`config.mk`:
```
export PLATFORM = sky130hd
export DESIGN_NAME = mem_byte_master
export DESIGN_NICKNAME = d
export VERILOG_FILES = /design/src/rtl/mem_pkg.sv /design/src/rtl/mem_load_ext.sv /design/src/rtl/mem_byte_master.sv
export SDC_FILE = /design/constraint.sdc
export NUM_CORES = 1
export LEC_CHECK = 0
export ABC_AREA = 1
export CORE_MARGIN = 1
export CORE_UTILIZATION = 54
export CTS_BUF_LIST = sky130_fd_sc_hd__clkbuf_4
export DETAILED_ROUTE_END_ITERATION = 10
export PLACE_DENSITY = 0.88
export SETUP_SLACK_MARGIN = 0.1
export SYNTH_ARGS = -nofsm -noshare
export SYNTH_HDL_FRONTEND = slang
export SYNTH_HIERARCHICAL = 1
export SYNTH_SLANG_ARGS = --single-unit
export TNS_END_PERCENT = 5
```
`constraint.sdc`:
```
create_clock -name clk -period 2.6 [get_ports clk]
set_input_delay 0.26 -clock clk [delete_from_list [all_inputs] [get_ports clk]]
set_output_delay 0.26 -clock clk [all_outputs]
set_load 0.005 [all_outputs]
```
`src/rtl/mem_pkg.sv`:
```
// Shared encodings for the byte-wide RAM sequencer: size codes, FSM states,
// latched request control and helpers that derive beat counts and alignment errors.
package mem_pkg;

  localparam logic [1:0] SZ_BYTE = 2'b00;
  localparam logic [1:0] SZ_HALF = 2'b01;
  localparam logic [1:0] SZ_WORD = 2'b10;

  typedef enum logic [1:0] {
    IDLE = 2'b00,
    XFER = 2'b01,
    RESP = 2'b10
  } state_t;

  typedef struct packed {
    logic       we;
    logic [1:0] size;
    logic       uns;
    logic       err;
  } req_ctl_t;

  // Number of byte beats on the RAM port; the illegal code never reaches XFER.
  function automatic logic [2:0] beats(input logic [1:0] size);
    case (size)
      SZ_HALF: beats = 3'd2;
      SZ_WORD: beats = 3'd4;
      default: beats = 3'd1;
    endcase
  endfunction

  function automatic logic req_err(input logic [1:0] size, input logic [1:0] alo);
    case (size)
      SZ_BYTE: req_err = 1'b0;
      SZ_HALF: req_err = alo[0];
      SZ_WORD: req_err = |alo;
      default: req_err = 1'b1;
    endcase
  endfunction

endpackage

```
`src/rtl/mem_load_ext.sv`:
```
// Sign/zero extension of the little-endian assembly register to a 32-bit load result.
module mem_load_ext
  import mem_pkg::*;
(
  input  logic [31:0] asm_in,
  input  logic [1:0]  size,
  input  logic        uns,
  output logic [31:0] result
);

  logic fill;

  always_comb begin
    fill   = 1'b0;
    result = asm_in;
    case (size)
      SZ_BYTE: begin
        fill   = ~uns & asm_in[7];
        result = {{24{fill}}, asm_in[7:0]};
      end
      SZ_HALF: begin
        fill   = ~uns & asm_in[15];
        result = {{16{fill}}, asm_in[15:0]};
      end
      default: result = asm_in;
    endcase
  end

endmodule

```
`src/rtl/mem_byte_master.sv`:
```
// Sequences byte/half/word load-store requests into little-endian byte beats on a
// byte-wide RAM port, assembling and extending load data into a one-cycle response.
module mem_byte_master
  import mem_pkg::*;
#(
  parameter int ADDR_W = 10
) (
  input  logic              clk,
  input  logic              rst_n,
  input  logic              req_valid,
  output logic              req_ready,
  input  logic              req_we,
  input  logic [1:0]        req_size,
  input  logic              req_unsigned,
  input  logic [ADDR_W-1:0] req_addr,
  input  logic [31:0]       req_wdata,
  output logic              resp_valid,
  output logic [31:0]       resp_rdata,
  output logic              resp_err,
  output logic [ADDR_W-1:0] ram_addr,
  output logic [7:0]        ram_d,
  output logic              ram_we,
  input  logic [7:0]        ram_q
);

  state_t            state, nstate;
  req_ctl_t          ctl;
  logic [ADDR_W-1:0] addr_q;
  logic [31:0]       wdata_q;
  logic [31:0]       asm_q;
  logic [31:0]       hold_q;
  logic [31:0]       ext;
  logic [31:0]       resp_now;
  logic [1:0]        beat;
  logic              accept;
  logic              last_beat;

  assign accept    = (state == IDLE) && req_valid;
  assign last_beat = ({1'b0, beat} == beats(ctl.size) - 3'd1);

  mem_load_ext u_ext (
    .asm_in (asm_q),
    .size   (ctl.size),
    .uns    (ctl.uns),
    .result (ext)
  );

  assign resp_now = (ctl.we || ctl.err) ? 32'd0 : ext;

  always_ff @(posedge clk or negedge rst_n) begin
    if (!rst_n) state <= IDLE;
    else        state <= nstate;
  end

  always_comb begin
    nstate = state;
    case (state)
      IDLE: if (req_valid) nstate = req_err(req_size, req_addr[1:0]) ? RESP : XFER;
      XFER: if (last_beat) nstate = RESP;
      RESP: nstate = IDLE;
      default: nstate = IDLE;
    endcase
  end

  always_ff @(posedge clk or negedge rst_n) begin
    if (!rst_n) begin
      ctl     <= '0;
      addr_q  <= '0;
      wdata_q <= '0;
      asm_q   <= '0;
      hold_q  <= '0;
      beat    <= '0;
    end else begin
      if (accept) begin
        ctl     <= '{we: req_we, size: req_size, uns: req_unsigned,
                     err: req_err(req_size, req_addr[1:0])};
        addr_q  <= req_addr;
        wdata_q <= req_wdata;
        asm_q   <= '0;
        beat    <= '0;
      end
      if (state == XFER) begin
        beat <= beat + 2'd1;
        // Async-read RAM: the byte is valid by the edge that ends its beat.
        if (!ctl.we) asm_q[8*beat +: 8] <= ram_q;
      end
      // Keep the last response on resp_rdata once RESP is left.
      if (state == RESP) hold_q <= resp_now;
    end
  end

  always_comb begin
    req_ready  = (state == IDLE);
    resp_valid = (state == RESP);
    resp_err   = (state == RESP) && ctl.err;
    resp_rdata = (state == RESP) ? resp_now : hold_q;
    ram_addr   = '0;
    ram_d      = '0;
    ram_we     = 1'b0;
    if (state == XFER) begin
      ram_addr = addr_q + ADDR_W'(beat);
      ram_d    = wdata_q[8*beat +: 8];
      ram_we   = ctl.we;
    end
  end

endmodule
```
==> flow_summary.yaml, run 1 <==
yosys:
  synth-edff-count: 0
  syn_avg_cell_area_um2: 8.11
  netlist.area_leader.share_pct: 48.9
  netlist_instances: 726
  synth_commonest_cells: "nand2_1, dfrtp_1, inv_1"
  ys_seq_area_share_pct: 48.9
  netlist.top_cell.by_area: "dfrtp_1"
  post-synth-top-count-cell: "nand2_1"
  synth_ff_type: "dfrtp_1"
  syn_nets: 794
  yosys-top-cells-area: "dfrtp_1, nand2_1, o21ai_2, inv_1, o21ai_0"
  syn_area_um2: 5890
  ys_ff_latch: 115
  async_reset_ff_share_pct: 100
  synth_cell_type_count: 32
  yosys_warnings: 6
route:
  ant_nets: 0
  via_per_inst: 5.20
  vias: 5084
  wl_per_cell_um: 14.0
  drt-met1-wl_um: 5960
  drc_errors: 0
  drtIter0Drc: 279
  highest_layer: "met4"
  dr_wl_met3_um: 869
  dr.pass1.iters: 5
  wirelength_um: 13700
  wl_met2_um: 6730
power:
  p_leak_nw: 3.70
  p_per_area_nw_per_um2: 892
  finalPower_mw: 6.52
  ir_drop_mv: 0.628
timing:
  final.min_clock_period_ps: 2500
  finalWorstSetupSlack_ps: 98.4
  max_freq_mhz: 400
  fin_crit_sh_pct: 96.2
  rsz0062_at_grt: "yes"
  slew_violations: 0
  finalSetupViolations: 0
  relSlewSlack_pct: 60.7
  hold_viol: 0
  clock_skew_ps: 21.4
  worst_slew_pin_slew_ps: 590
  fin_setup_tns_ps: 0
cells_and_area:
  fin_nets: 896
  n_antenna_cell: 0
  final_util_pct: 69.9
  drive_gt1_share_pct: 13.9
  area_delta_synth_final_pct: 24.2
worst_setup_path:
  critPathKind: "flop to output port"
  reg2reg_from: "beat[1]"
  reg2regPathDepth: 7
  worstPathMaxFanout: 4
  worstPathArrival_ps: 2240
  r2r-end: "asm_q[25]"
  r2r_slack_ps: 610
  cp-start-kind: "flop"
  cp.required_ps: 2340
  end_kind: "output port"
placement:
  hpwl_um: 9570
  port-buffer-count: 110
  place.gp.congestion: 0.901
  pre_cts_ws_ps: 416
floorplan:
  die_w_um: 106
  core_area_um2: 10500
  die_h_um: 106
  rows: 37
  dieArea_um2: 11300
  initial_core_util_pct: 56.3
  io_pins: 111
status:
  outcome: "finished clean"
global_routing:
  grt_pass1_wl_um: 23100
  overflow: 0
  grt_max_degree: 58
  track_usage_pct: 25.9
  grt_pass1_vias: 4952
  antenna_found_initial: 0
clocking:
  cts_buffers: 17
  cts_tree: "built"
  cts.clk_slew.worst_paths_ps: 110
  cts_root_buffer: "clkbuf_4"
  cts.htree.levels: 4
  cts_buffer_depth: 2
  cts_sinks: 115
  clock_latency_ps: 530
flow_run:
  drv_cap: 0
min_path:
  hold_path_class: "primary input to asynchronous set/reset pin"
timing repair:
item                       CTS  global route
resized for setup           27            11
hold endpoints to repair    32             0
setup endpoints to repair   51            46
pin swaps                    2             3
buffers inserted             0             3
hold buffers                 1             0
cell usage in the layout, fill, tap and decap left out, types with 3 or more instances in the layout:
cell,n
nand3_2,3
ha_1,9
nand2_4,4
nor2_4,6
buf_4,8
buf_6,4
dfrtp_1,112
dlygate4sd2_1,7
dfrtp_2,3
inv_1,69
nand2_1,258
inv_2,4
o21ai_1,18
clkbuf_4,19
nor2_1,49
nand3_1,35
clkinvlp_4,4
a21oi_1,12
dlymetal6s2s_1,6
nand2_2,5
clkdlybuf4s50_1,96
nand4_1,10
o21ai_2,32
clkinv_2,5
o21ai_0,36
nor2_2,5
logic make-up (layout without fill, tap and decap cells):
kind of cell    count (synthesis)  count (layout)  share of synthesized area, %
buf+inv                       117             232                          9.88
fa+ha+maj                      11              11                          2.46
flops                         115             115                          48.9
compound gates                101             101                          10.8
xor+xnor                        1               1                         0.149
simple gates                  381             381                          27.9
worst max-delay path by stage:
| stage | cells past startpoint | slack [ps] | start | end |
|---|---|---|---|---|
| after global placement | 8 | 450 | addr_q[0] | ram_addr[8] |
| after global routing | 7 | -100 | beat[1] | ram_d[6] |
| after CTS | 8 | -30 | beat[1] | ram_addr[5] |
| after floorplan | 7 | 740 | beat[0] | asm_q[0] |
| final | 8 | 100 | beat[1] | ram_addr[5] |
| after detailed placement | 6 | 420 | addr_q[0] | ram_addr[6] |
power by group:
part | switching, mW | leakage [nW] | total (mW) | internal (mW)
combinational | 1.72 | 2.05 | 2.71 | 0.996
sequential | 0.365 | 1.52 | 2.61 | 2.24
clock | 0.715 | 0.134 | 1.21 | 0.490
through the flow:
step	area (um2)	hold slack (ps)	instances
after floorplan	5890	-35.6	726
after global placement	6950	232	941
after detailed placement	6950	240	941
final	7320	210	977
after global routing	7320	204	977
after CTS	7260	185	974
per-layer routing:
layer | GRT usage [%] | up-vias
met3 | 7.85 | 17
li1 | - | 2475
met1 | 32.9 | 2415
met4 | 6.46 | 0
met5 | 0 | -
met2 | 43.4 | 177
sequential cells by signal, summed over array words and instances, names as in the netlist:
signal	count
addr_q	10
asm_q	32
beat	2
ctl	5
hold_q	32
state	2
wdata_q	32
critical path, cell delays in order (launching register included):
cell and delay [ps]:
dfrtp_2 450, ha_1 300, nand3_1 80, nand2_2 90, nand2_1 60, nand2_1 60
nand2_1 50, nor2_1 130, clkdlybuf4s50_1 520
layout make-up:
cell class	count	area (um2)
Tap cell	136	170
Timing Repair Buffer	124	1250
Sequential cell	115	2880
Clock buffer	19	143
Clock inverter	13	111
Fill cell	848	3150
Multi-Input combinational cell	494	2460
Inverter	76	295
Power figures use the tool's default switching activity.
==> run 2: changes to the inputs <==
- SLEW_MARGIN: default -> 40
==> results of run 2 <==
Same layout as run 1: the final DEF is identical, and so are final timing and power.
==> run 3: changes to the inputs <==
- ABC_AREA: 1 -> default
- CORE_UTILIZATION: 54 -> 60
- DONT_BUFFER_PORTS: default -> 1
- GPL_TIMING_DRIVEN: default -> 0
- PLACE_DENSITY: 0.88 -> 0.82
==> run 3 against run 2 <==
The run now ends with hold timing left; synthesized cell count down 40%; design area down 12%; core utilization up 4.3 points; register-to-register slack worse by 400 ps; worst hold slack worse by 800 ps; clock power up 13%.
==> flow_summary.yaml, run 3 <==
floorplan:
  die_w_um: 96.5
  rows: 34
  io_pins: 111
  dieArea_um2: 9310
  initial_core_util_pct: 61.7
  die_h_um: 96.5
  core_area_um2: 8680
global_routing:
  grt_max_degree: 116
  grt_pass1_wl_um: 20300
  antenna_found_initial: 0
  overflow: 0
  grt_pass1_vias: 4097
  track_usage_pct: 29.8
worst_setup_path:
  reg2reg_from: "beat[0]"
  slowest_stage: "or4_1"
  path_cells: "ha_1, a21oi_1, or4_1, a21oi_1"
  worstPathMaxFanout: 8
  cp_common_cell: "a21oi_1"
  r2r-end: "asm_q[7]"
  worstPathArrival_ps: 2150
  critPathMaxStageDelay_ps: 510
  crit_start: "beat[1]"
  reg2regPathDepth: 7
  r2r_slack_ps: 210
  cp-start-kind: "flop"
  end_kind: "output port"
  cp.required_ps: 2340
  critPathKind: "flop to output port"
placement:
  dp.cells: 545
  hpwl_um: 8210
  port-buffer-count: 0
  place.gp.congestion: 0.877
  place_area_um2: 5500
route:
  wirelength_um: 13000
  drtIter0Drc: 207
  via_per_inst: 6.22
  drc_errors: 0
  vias: 3960
  dr.pass1.iters: 6
  wl_per_cell_um: 20.5
  ant_nets: 0
cells_and_area:
  fin_nets: 584
  reg.largest.list: "asm_q (32), hold_q (32), wdata_q (32)"
  area_delta_synth_final_pct: 20.4
  n_antenna_cell: 0
  regArea_um2: 2880
  final_cell_mix: "dfrtp_1, a22o_1, dlygate4sd3_1"
  fill_cells: 556
  drive_gt1_share_pct: 23.8
  final_cells: 637
  layout_commonest_cell: "dfrtp_1"
  final_util_pct: 74.3
  multi_input_area_um2: 2260
  fin_area_um2: 6440
yosys:
  netlist.top_cell.by_area: "dfrtp_1"
  post-synth-top-count-cell: "dfrtp_1"
  synth-edff-count: 0
  netlist_instances: 437
  async_reset_ff_share_pct: 100
  ys_seq_area_share_pct: 53.7
  synth_ff_type: "dfrtp_1"
  yosys_warnings: 6
  netlist.area_leader.share_pct: 53.7
  syn_area_um2: 5360
  synth_cell_type_count: 42
  yosys-top-cells-area: "dfrtp_1, mux2_2, a22o_1, o21ai_0, mux4_2"
  ys_ff_latch: 115
  syn_nets: 505
  syn_avg_cell_area_um2: 12.3
  synth_commonest_cells: "dfrtp_1, a22o_1, mux2_2"
clocking:
  cts_root_buffer: "clkbuf_4"
  clock_latency_ps: 530
  cts_buffer_depth: 2
  cts.clk_slew.worst_paths_ps: 110
  cts_buffers: 17
  cts_sinks: 115
  cts_tree: "built"
  cts_hold_buffers: 55
  cts.htree.levels: 4
timing:
  slew_violations: 0
  final.min_clock_period_ps: 2410
  relSlewSlack_pct: 51.4
  worst_slew_pin_slew_ps: 729
  hold_viol: 115
  max_freq_mhz: 414
  clock_skew_ps: 18.4
  fin_setup_tns_ps: 0
  rsz0062_at_grt: "yes"
  fin_crit_sh_pct: 92.8
  finalSetupViolations: 0
  whs_ps: -590
power:
  p_per_area_nw_per_um2: 953
  p_leak_nw: 2.88
  finalPower_mw: 6.14
  ir_drop_mv: 0.740
min_path:
  hold_path_class: "primary input to asynchronous set/reset pin"
flow_run:
  drv_cap: 0
status:
  violations: "hold timing"
  outcome: "complete, but fails checks"
[run 3: cell count changes in the layout (fill, tap and decap cells not counted), sizes merged, moves of 18 or more]
cell and delta:
o21ai -50, clkbuf +18, nand2 -230, nand3 -27, a22o +56, clkdlybuf4s50 -96, mux2 +46, nor2 -58
inv -68, dlygate4sd3 +54
[run 3: kinds of logic (layout without fill, tap and decap cells)]
family	Yosys count	count (layout)	synth area share, %
flops	115	115	53.7
compound gates	112	112	15.0
simple gates	93	93	9.79
mux	55	55	13.3
buf+inv	47	139	4.77
fa+ha+maj	11	11	2.71
xor+xnor	4	4	0.654
[run 3: timing repair]
item	in CTS	in global routing
endpoints found under the hold margin	197	115
setup buffers	1	4
pin swaps	1	1
gates cloned	0	0
endpoints found under the setup margin	66	52
resized for setup	11	13
[run 3: worst max-delay path by stage]
| stage | end | slack [ps] | cells after the start |
|---|---|---|---|
| finish | ram_addr[9] | 190 | 4 |
| floorplan | asm_q[0] | 170 | 6 |
| CTS | resp_rdata[8] | 100 | 5 |
| global route | ram_addr[9] | 60 | 4 |
| global placement | asm_q[3] | -330 | 6 |
| detailed placement | asm_q[2] | -430 | 6 |
[run 3: critical path: cells and delay by family (launching register included)]
family / cells / cell delay (ps)
AND/OR/NAND/NOR: 1 / 510
flip-flops: 1 / 480
AO/OA/AOI/OAI: 2 / 340
adder cells (fa/ha/maj): 1 / 300
[run 3: metal layers]
metal	global-route usage, %	vias up	part of all wire [%]
met4	12.4	0	2.7
met2	49.8	183	50
met5	0	-	0
met3	9.15	32	7.9
met1	35.9	1988	40
li1	-	1757	-
[run 3: cell type report]
type	count	share of cell area, %
buffer	39	3.90
clock buffer	18	2.10
clock inverter	14	2.54
inverter	8	0.466
multi-input combinational	275	35.1
sequential	115	44.7
tap	108	2.10
timing repair buffer	60	9.12
[run 3: per-stage QoR]
step | worst slack, ps | hold WS, ps
6_report | 187 | -590
5_1_grt | 59.6 | -629
4_1_cts | 103 | -605
3_5_place_dp | -433 | -32.7
3_3_place_gp | -332 | -32.8
2_1_floorplan | 169 | -35.6
[run 3: report_power, final]
| part | internal [mW] | total, mW | switching, mW |
|---|---|---|---|
| registers | 2.24 | 2.58 | 0.342 |
| logic | 1.08 | 2.19 | 1.12 |
| clock network | 0.672 | 1.37 | 0.697 |
| total | 3.99 | 6.14 | 2.15 |
